`config.mk`:
```
export PLATFORM = sky130hd
export DESIGN_NAME = uart_rx_frontend_flat
export DESIGN_NICKNAME = d
export VERILOG_FILES = /design/src/rtl/uart_rx_frontend_if.sv /design/src/rtl/uart_rx_frontend.sv /design/src/flat_wrapper.sv
export SDC_FILE = /design/constraint.sdc
export NUM_CORES = 1
export LEC_CHECK = 0
export BUFFER_PORTS_ARGS = -buffer_cell sky130_fd_sc_hd__buf_2
export CAP_MARGIN = 20
export CORE_ASPECT_RATIO = 0.75
export CORE_MARGIN = 5
export CORE_UTILIZATION = 55
export CTS_BUF_LIST = sky130_fd_sc_hd__clkbuf_4 sky130_fd_sc_hd__clkbuf_8
export CTS_CLUSTER_SIZE = 8
export DETAILED_ROUTE_END_ITERATION = 10
export GPL_ROUTABILITY_DRIVEN = 0
export GPL_TIMING_DRIVEN = 1
export PLACE_DENSITY = 0.76
export SKIP_CTS_REPAIR_TIMING = 1
export SLEW_MARGIN = 10
export SYNTH_ARGS = -nofsm -noshare
export SYNTH_HDL_FRONTEND = slang
export SYNTH_SLANG_ARGS = --single-unit
```
`constraint.sdc`:
```
create_clock -name clk -period 2.6 [get_ports clk]
set_clock_uncertainty 0.15 [all_clocks]
set_input_delay 0.52 -clock clk [delete_from_list [all_inputs] [get_ports clk]]
set_output_delay 0.52 -clock clk [all_outputs]
set_load 0.1 [all_outputs]
```
`src/rtl/uart_rx_frontend_if.sv`:
```
// ============================================================================
// Module      : uart_rx_frontend_if
// Description : Serial line, acknowledge and status bundle for uart_rx_frontend.
// Revision    : 1.0 - initial release
// ============================================================================
`default_nettype none

interface uart_rx_frontend_if #(
  parameter int DW = 8
);
  typedef logic [DW-1:0] data_t;

  logic  rx;
  logic  clear_interrupt;
  data_t data;
  logic  rx_interrupt;
  logic  overrun;
  logic  framing_error;
  logic  busy;

  // master: line driver / byte consumer; slave: the receiver itself
  modport master (
    output rx, clear_interrupt,
    input  data, rx_interrupt, overrun, framing_error, busy
  );

  modport slave (
    input  rx, clear_interrupt,
    output data, rx_interrupt, overrun, framing_error, busy
  );
endinterface

`default_nettype wire

```
`src/rtl/uart_rx_frontend.sv`:
```
// ============================================================================
// Module      : uart_rx_frontend
// Description : 16x-oversampled UART receiver with interrupt/overrun flags.
//               Optional even parity bit when UART_RX_PARITY_EN is defined.
// Revision    : 1.0 - initial release
// ============================================================================
`default_nettype none

module uart_rx_frontend #(
  parameter int BAUD_DIV = 27,
  parameter int DW       = 8
) (
  input  logic                clk,
  input  logic                rst,
  uart_rx_frontend_if.slave   bus
);

  localparam int               c_BCW      = $clog2(DW + 1);
  localparam logic [15:0]      c_TICK_MAX = 16'(BAUD_DIV - 1);
  localparam logic [c_BCW-1:0] c_LAST_BIT = c_BCW'(DW - 1);

  typedef enum logic [2:0] {
    S_IDLE   = 3'd0,
    S_START  = 3'd1,
    S_DATA   = 3'd2,
    S_STOP   = 3'd3,
    S_PARITY = 3'd4
  } state_t;

  state_t           r_state;
  logic             r_rx_meta;
  logic             r_rx_sync;
  logic             r_rx_prev;
  logic [15:0]      r_tick_cnt;
  logic [3:0]       r_os_cnt;
  logic [c_BCW-1:0] r_bit_cnt;
  logic [DW-1:0]    r_shift;
  logic [DW-1:0]    r_data;
  logic             r_irq;
  logic             r_ovr;
  logic             r_ferr;
  logic             r_busy;
`ifdef UART_RX_PARITY_EN
  logic             r_par_ok;
`endif

  logic w_tick;
  logic w_fall;
  logic w_mid_start;
  logic w_bit_end;
  logic w_frame_ok;

  assign w_tick      = (r_state != S_IDLE) && (r_tick_cnt == c_TICK_MAX);
  assign w_fall      = r_rx_prev && !r_rx_sync;
  assign w_mid_start = w_tick && (r_os_cnt == 4'd7);
  assign w_bit_end   = w_tick && (r_os_cnt == 4'd15);
`ifdef UART_RX_PARITY_EN
  assign w_frame_ok  = r_rx_sync && r_par_ok;
`else
  assign w_frame_ok  = r_rx_sync;
`endif

  always_ff @(posedge clk or negedge rst) begin
    if (!rst) begin
      r_rx_meta <= 1'b1;
      r_rx_sync <= 1'b1;
      r_rx_prev <= 1'b1;
    end else begin
      r_rx_meta <= bus.rx;
      r_rx_sync <= r_rx_meta;
      r_rx_prev <= r_rx_sync;
    end
  end

  always_ff @(posedge clk or negedge rst) begin
    if (!rst) begin
      r_state    <= S_IDLE;
      r_tick_cnt <= '0;
      r_os_cnt   <= '0;
      r_bit_cnt  <= '0;
      r_shift    <= '0;
      r_data     <= '0;
      r_irq      <= 1'b0;
      r_ovr      <= 1'b0;
      r_ferr     <= 1'b0;
      r_busy     <= 1'b0;
`ifdef UART_RX_PARITY_EN
      r_par_ok   <= 1'b1;
`endif
    end else begin
      r_ferr     <= 1'b0;
      r_tick_cnt <= (r_state == S_IDLE || w_tick) ? 16'd0 : r_tick_cnt + 16'd1;
      if (w_tick) r_os_cnt <= r_os_cnt + 4'd1;

      // Acknowledge first; a byte completing this same cycle overrides below.
      if (bus.clear_interrupt) begin
        r_irq <= 1'b0;
        r_ovr <= 1'b0;
      end

      case (r_state)
        S_IDLE: begin
          r_os_cnt <= '0;
          if (w_fall) begin
            r_state <= S_START;
            r_busy  <= 1'b1;
          end
        end
        S_START: begin
          if (w_mid_start) begin
            if (r_rx_sync) begin
              r_state <= S_IDLE;
              r_busy  <= 1'b0;
            end else begin
              r_state   <= S_DATA;
              r_os_cnt  <= '0;
              r_bit_cnt <= '0;
            end
          end
        end
        S_DATA: begin
          if (w_bit_end) begin
            r_shift   <= {r_rx_sync, r_shift[DW-1:1]};
            r_bit_cnt <= r_bit_cnt + c_BCW'(1);
            if (r_bit_cnt == c_LAST_BIT) begin
`ifdef UART_RX_PARITY_EN
              r_state <= S_PARITY;
`else
              r_state <= S_STOP;
`endif
            end
          end
        end
`ifdef UART_RX_PARITY_EN
        S_PARITY: begin
          if (w_bit_end) begin
            r_par_ok <= ~(^r_shift ^ r_rx_sync);
            r_state  <= S_STOP;
          end
        end
`endif
        S_STOP: begin
          if (w_bit_end) begin
            r_state <= S_IDLE;
            r_busy  <= 1'b0;
            if (w_frame_ok) begin
              r_data <= r_shift;
              r_irq  <= 1'b1;
              r_ovr  <= !bus.clear_interrupt && (r_irq || r_ovr);
            end else begin
              r_ferr <= 1'b1;
            end
          end
        end
        default: begin
          r_state <= S_IDLE;
          r_busy  <= 1'b0;
        end
      endcase
    end
  end

  assign bus.data          = r_data;
  assign bus.rx_interrupt  = r_irq;
  assign bus.overrun       = r_ovr;
  assign bus.framing_error = r_ferr;
  assign bus.busy          = r_busy;

endmodule

`default_nettype wire

```
`src/flat_wrapper.sv`:
```
// flat-port wrapper written by rule: the top's interface ports become plain ports
module uart_rx_frontend_flat 
#(
  parameter int BAUD_DIV = 27,
  parameter int DW       = 8
)
  (clk, rst, bus_rx, bus_clear_interrupt, bus_data, bus_rx_interrupt, bus_overrun, bus_framing_error, bus_busy);
  uart_rx_frontend_if #(.DW(DW)) bus_i ();
  input  logic clk;
  input  logic rst;
  input wire logic [$bits(bus_i.rx)-1:0] bus_rx;
  input wire logic [$bits(bus_i.clear_interrupt)-1:0] bus_clear_interrupt;
  output wire logic [$bits(bus_i.data)-1:0] bus_data;
  output wire logic [$bits(bus_i.rx_interrupt)-1:0] bus_rx_interrupt;
  output wire logic [$bits(bus_i.overrun)-1:0] bus_overrun;
  output wire logic [$bits(bus_i.framing_error)-1:0] bus_framing_error;
  output wire logic [$bits(bus_i.busy)-1:0] bus_busy;
  assign bus_i.rx = bus_rx;
  assign bus_i.clear_interrupt = bus_clear_interrupt;
  assign bus_data = bus_i.data;
  assign bus_rx_interrupt = bus_i.rx_interrupt;
  assign bus_overrun = bus_i.overrun;
  assign bus_framing_error = bus_i.framing_error;
  assign bus_busy = bus_i.busy;
  uart_rx_frontend #(.BAUD_DIV(BAUD_DIV), .DW(DW)) u_core (.clk(clk), .rst(rst), .bus(bus_i));
endmodule
```
==> reports/metrics.yaml <==
n_antenna_cell: 0
synth.avg_cell_area_um2: 11.2
ys_seq_area_frac: 0.528
yosys.area.top_type: "dfrtp_1"
hold_slack_ns: 0.0693
drt_pass1_iterations: 4
max_clock_freq_ghz: 0.401
grt_pass1_wl_mm: 7.07
synth_cell_types: 44
synthToLayoutAreaGrowth_pct: 9.61
wirelength_mm: 4.01
p_total_mw: 1.63
status: "completed"
start_util: 0.571
drtAntennaViolNets: 0
finalHoldViolCount: 0
die_h_um: 66.4
instances_no_fill: 282
final_common_cell: "dfrtp_1"
period_needed_ns: 2.49
layout.nets: 234
htreeDepth: 2
final_area_um2: 2550
clock_latency_ns: 0.30
drt_iter0_markers: 129
max_cap_viol_count: 0
setup_tns_ns: 0
root_buffer: "clkbuf_8"
drc: 0
dieArea_um2: 5650
grt_max_degree: 29
synth_cells: 208
period_share: 0.958
cellPowerDensity_nw_per_um2: 639
cp.required_ns: 2.63
p_leak_nw: 1.18
drive_gt1_frac: 0.233
syn_area_um2: 2330
rows: 20
hold_class: "input pin to async pin"
placed_cell_area_um2: 2460
worst_pin_slew_ns: 0.607
vias_per_cell: 5.50
synthTopCellsByArea: "dfrtp_1, mux2_4, mux2_2"
setup_viol: 0
antenna_found_initial: 0
critPathKind: "flip-flop to flip-flop"
grt_pass1_vias: 1475
cts_tree: "done"
vdd_drop_max_uv: 456
syn-num-nets: 216
ys_seq_elements: 49
wl_per_cell_um: 14.2
grtUsageTotal: 0.161
placed_cells: 274
io_buffers: 15
yosys_warnings: 0
rsz0062_at_grt: "false"
slew_headroom: 0.596
layout_common_cells: "dfrtp_1, nor2_1, buf_2, nand2_1, a21oi_1"
die_x_um: 85.2
path_max_fanout: 10
hpwl_mm: 2.87
core_um2: 4080
path_clk_slew_ns: 0.09
arrival_ns: 2.52
dr_total_vias: 1552
slew_violations: 0
fillCellCount: 326
cts.sinks: 49
clockBufferDepth: 2
cp-start-kind: "flip-flop"
end_kind: "flip-flop"
cts_buffers: 5
io_pins: 16
grt_overflow: 0
synth_top_area_share: 0.494
[worst max-delay path, stage by stage, from the launching register on]
cell and delay, ns:
dfrtp_1 0.43, inv_1 0.07, ha_1 0.15, nor4b_1 0.32, nand3_2 0.21, or4_4 0.70
mux2_4 0.34
[logic make-up (layout without fill, tap and decap cells)]
logic type,after synthesis,count (layout),synth area share
adder cells (fa/ha/maj),4,4,0.0215
multiplexers,16,16,0.0902
buffers and inverters,14,33,0.0268
AND/OR/NAND/NOR,82,82,0.206
XOR/XNOR,11,11,0.0413
flip-flops,49,49,0.528
AO/OA/AOI/OAI,32,32,0.0864
[cell usage after synthesis, drive strengths merged]
library cell	count
dfrtp	46
xnor2	4
a2bb2oi	1
nor3b	1
and4	3
xor2	7
nor3	7
o211ai	1
nor4b	4
buf	4
o22a	1
a311o	2
or4	4
nor2	17
ha	4
inv	6
or2	2
mux2	16
clkbuf	4
o31ai	5
nor2b	2
o22ai	1
nand3	11
o31a	1
dfstp	3
o21ai	9
nand4	5
or3	7
nand2	12
nand2b	3
o41ai	1
a21oi	10
nand3b	2
and2	2
[worst paths after layout]
path,startpoint,endpoint,slack [ns],cells past startpoint
setup / recovery,u_core.r_tick_cnt[0],u_core.bus.data[7],0.11,6
hold / removal,rst,u_core.bus.overrun,0.07,1
setup reg to reg,u_core.r_tick_cnt[0],u_core.bus.data[7],0.11,6
hold reg to reg,u_core.r_rx_meta,u_core.r_rx_sync,0.21,0
max in group asynchronous,rst,u_core.r_rx_prev,1.54,2
min in group clk,bus_rx,u_core.r_rx_meta,0.17,1
[where the power goes]
part | internal, mW | switching (mW) | total (mW)
Clock | 0.191 | 0.249 | 0.440
Sequential | 0.831 | 0.0963 | 0.927
Combinational | 0.124 | 0.141 | 0.266
Total | 1.15 | 0.487 | 1.63
[per-stage QoR]
step | setup slack [ns] | utilization
after floorplan | 0.302 | -
after global placement | 0.228 | 0.604
after detailed placement | 0.142 | 0.604
after CTS | 0.126 | 0.626
after global routing | 0.0134 | 0.626
final | 0.108 | 0.626
[state kept, by name, indices dropped and copies added, names as in the netlist]
signal and flops:
u_core.r_rx_meta 1, u_core.r_tick_cnt 16, u_core.bus.data 8, u_core.r_bit_cnt 4
u_core.bus.framing_error 1, u_core.r_os_cnt 4, u_core.bus.rx_interrupt 1, u_core.r_state 2
u_core.r_shift 8, u_core.r_rx_sync 1, u_core.r_rx_prev 1, u_core.bus.overrun 1
u_core.bus.busy 1
[metal layers]
| layer | GRT usage | wire length (um) | vias up |
|---|---|---|---|
| li1 | - | - | 783 |
| met1 | 0.225 | 2060 | 732 |
| met2 | 0.236 | 1710 | 33 |
| met3 | 0.0461 | 199 | 4 |
| met4 | 0.0593 | 36 | 0 |
| met5 | 0 | 0 | - |
[final cells by class]
type	instances	area, um^2	area share
clock buffer	5	68.8	0.0269
clock inverter	3	21.3	0.00833
inverter	6	22.5	0.00881
multi-input combinational	145	1040	0.406
sequential	49	1230	0.481
tap	55	68.8	0.0269
timing repair buffer	19	105	0.0411
Note: power is estimated with default switching activity, not from simulation.
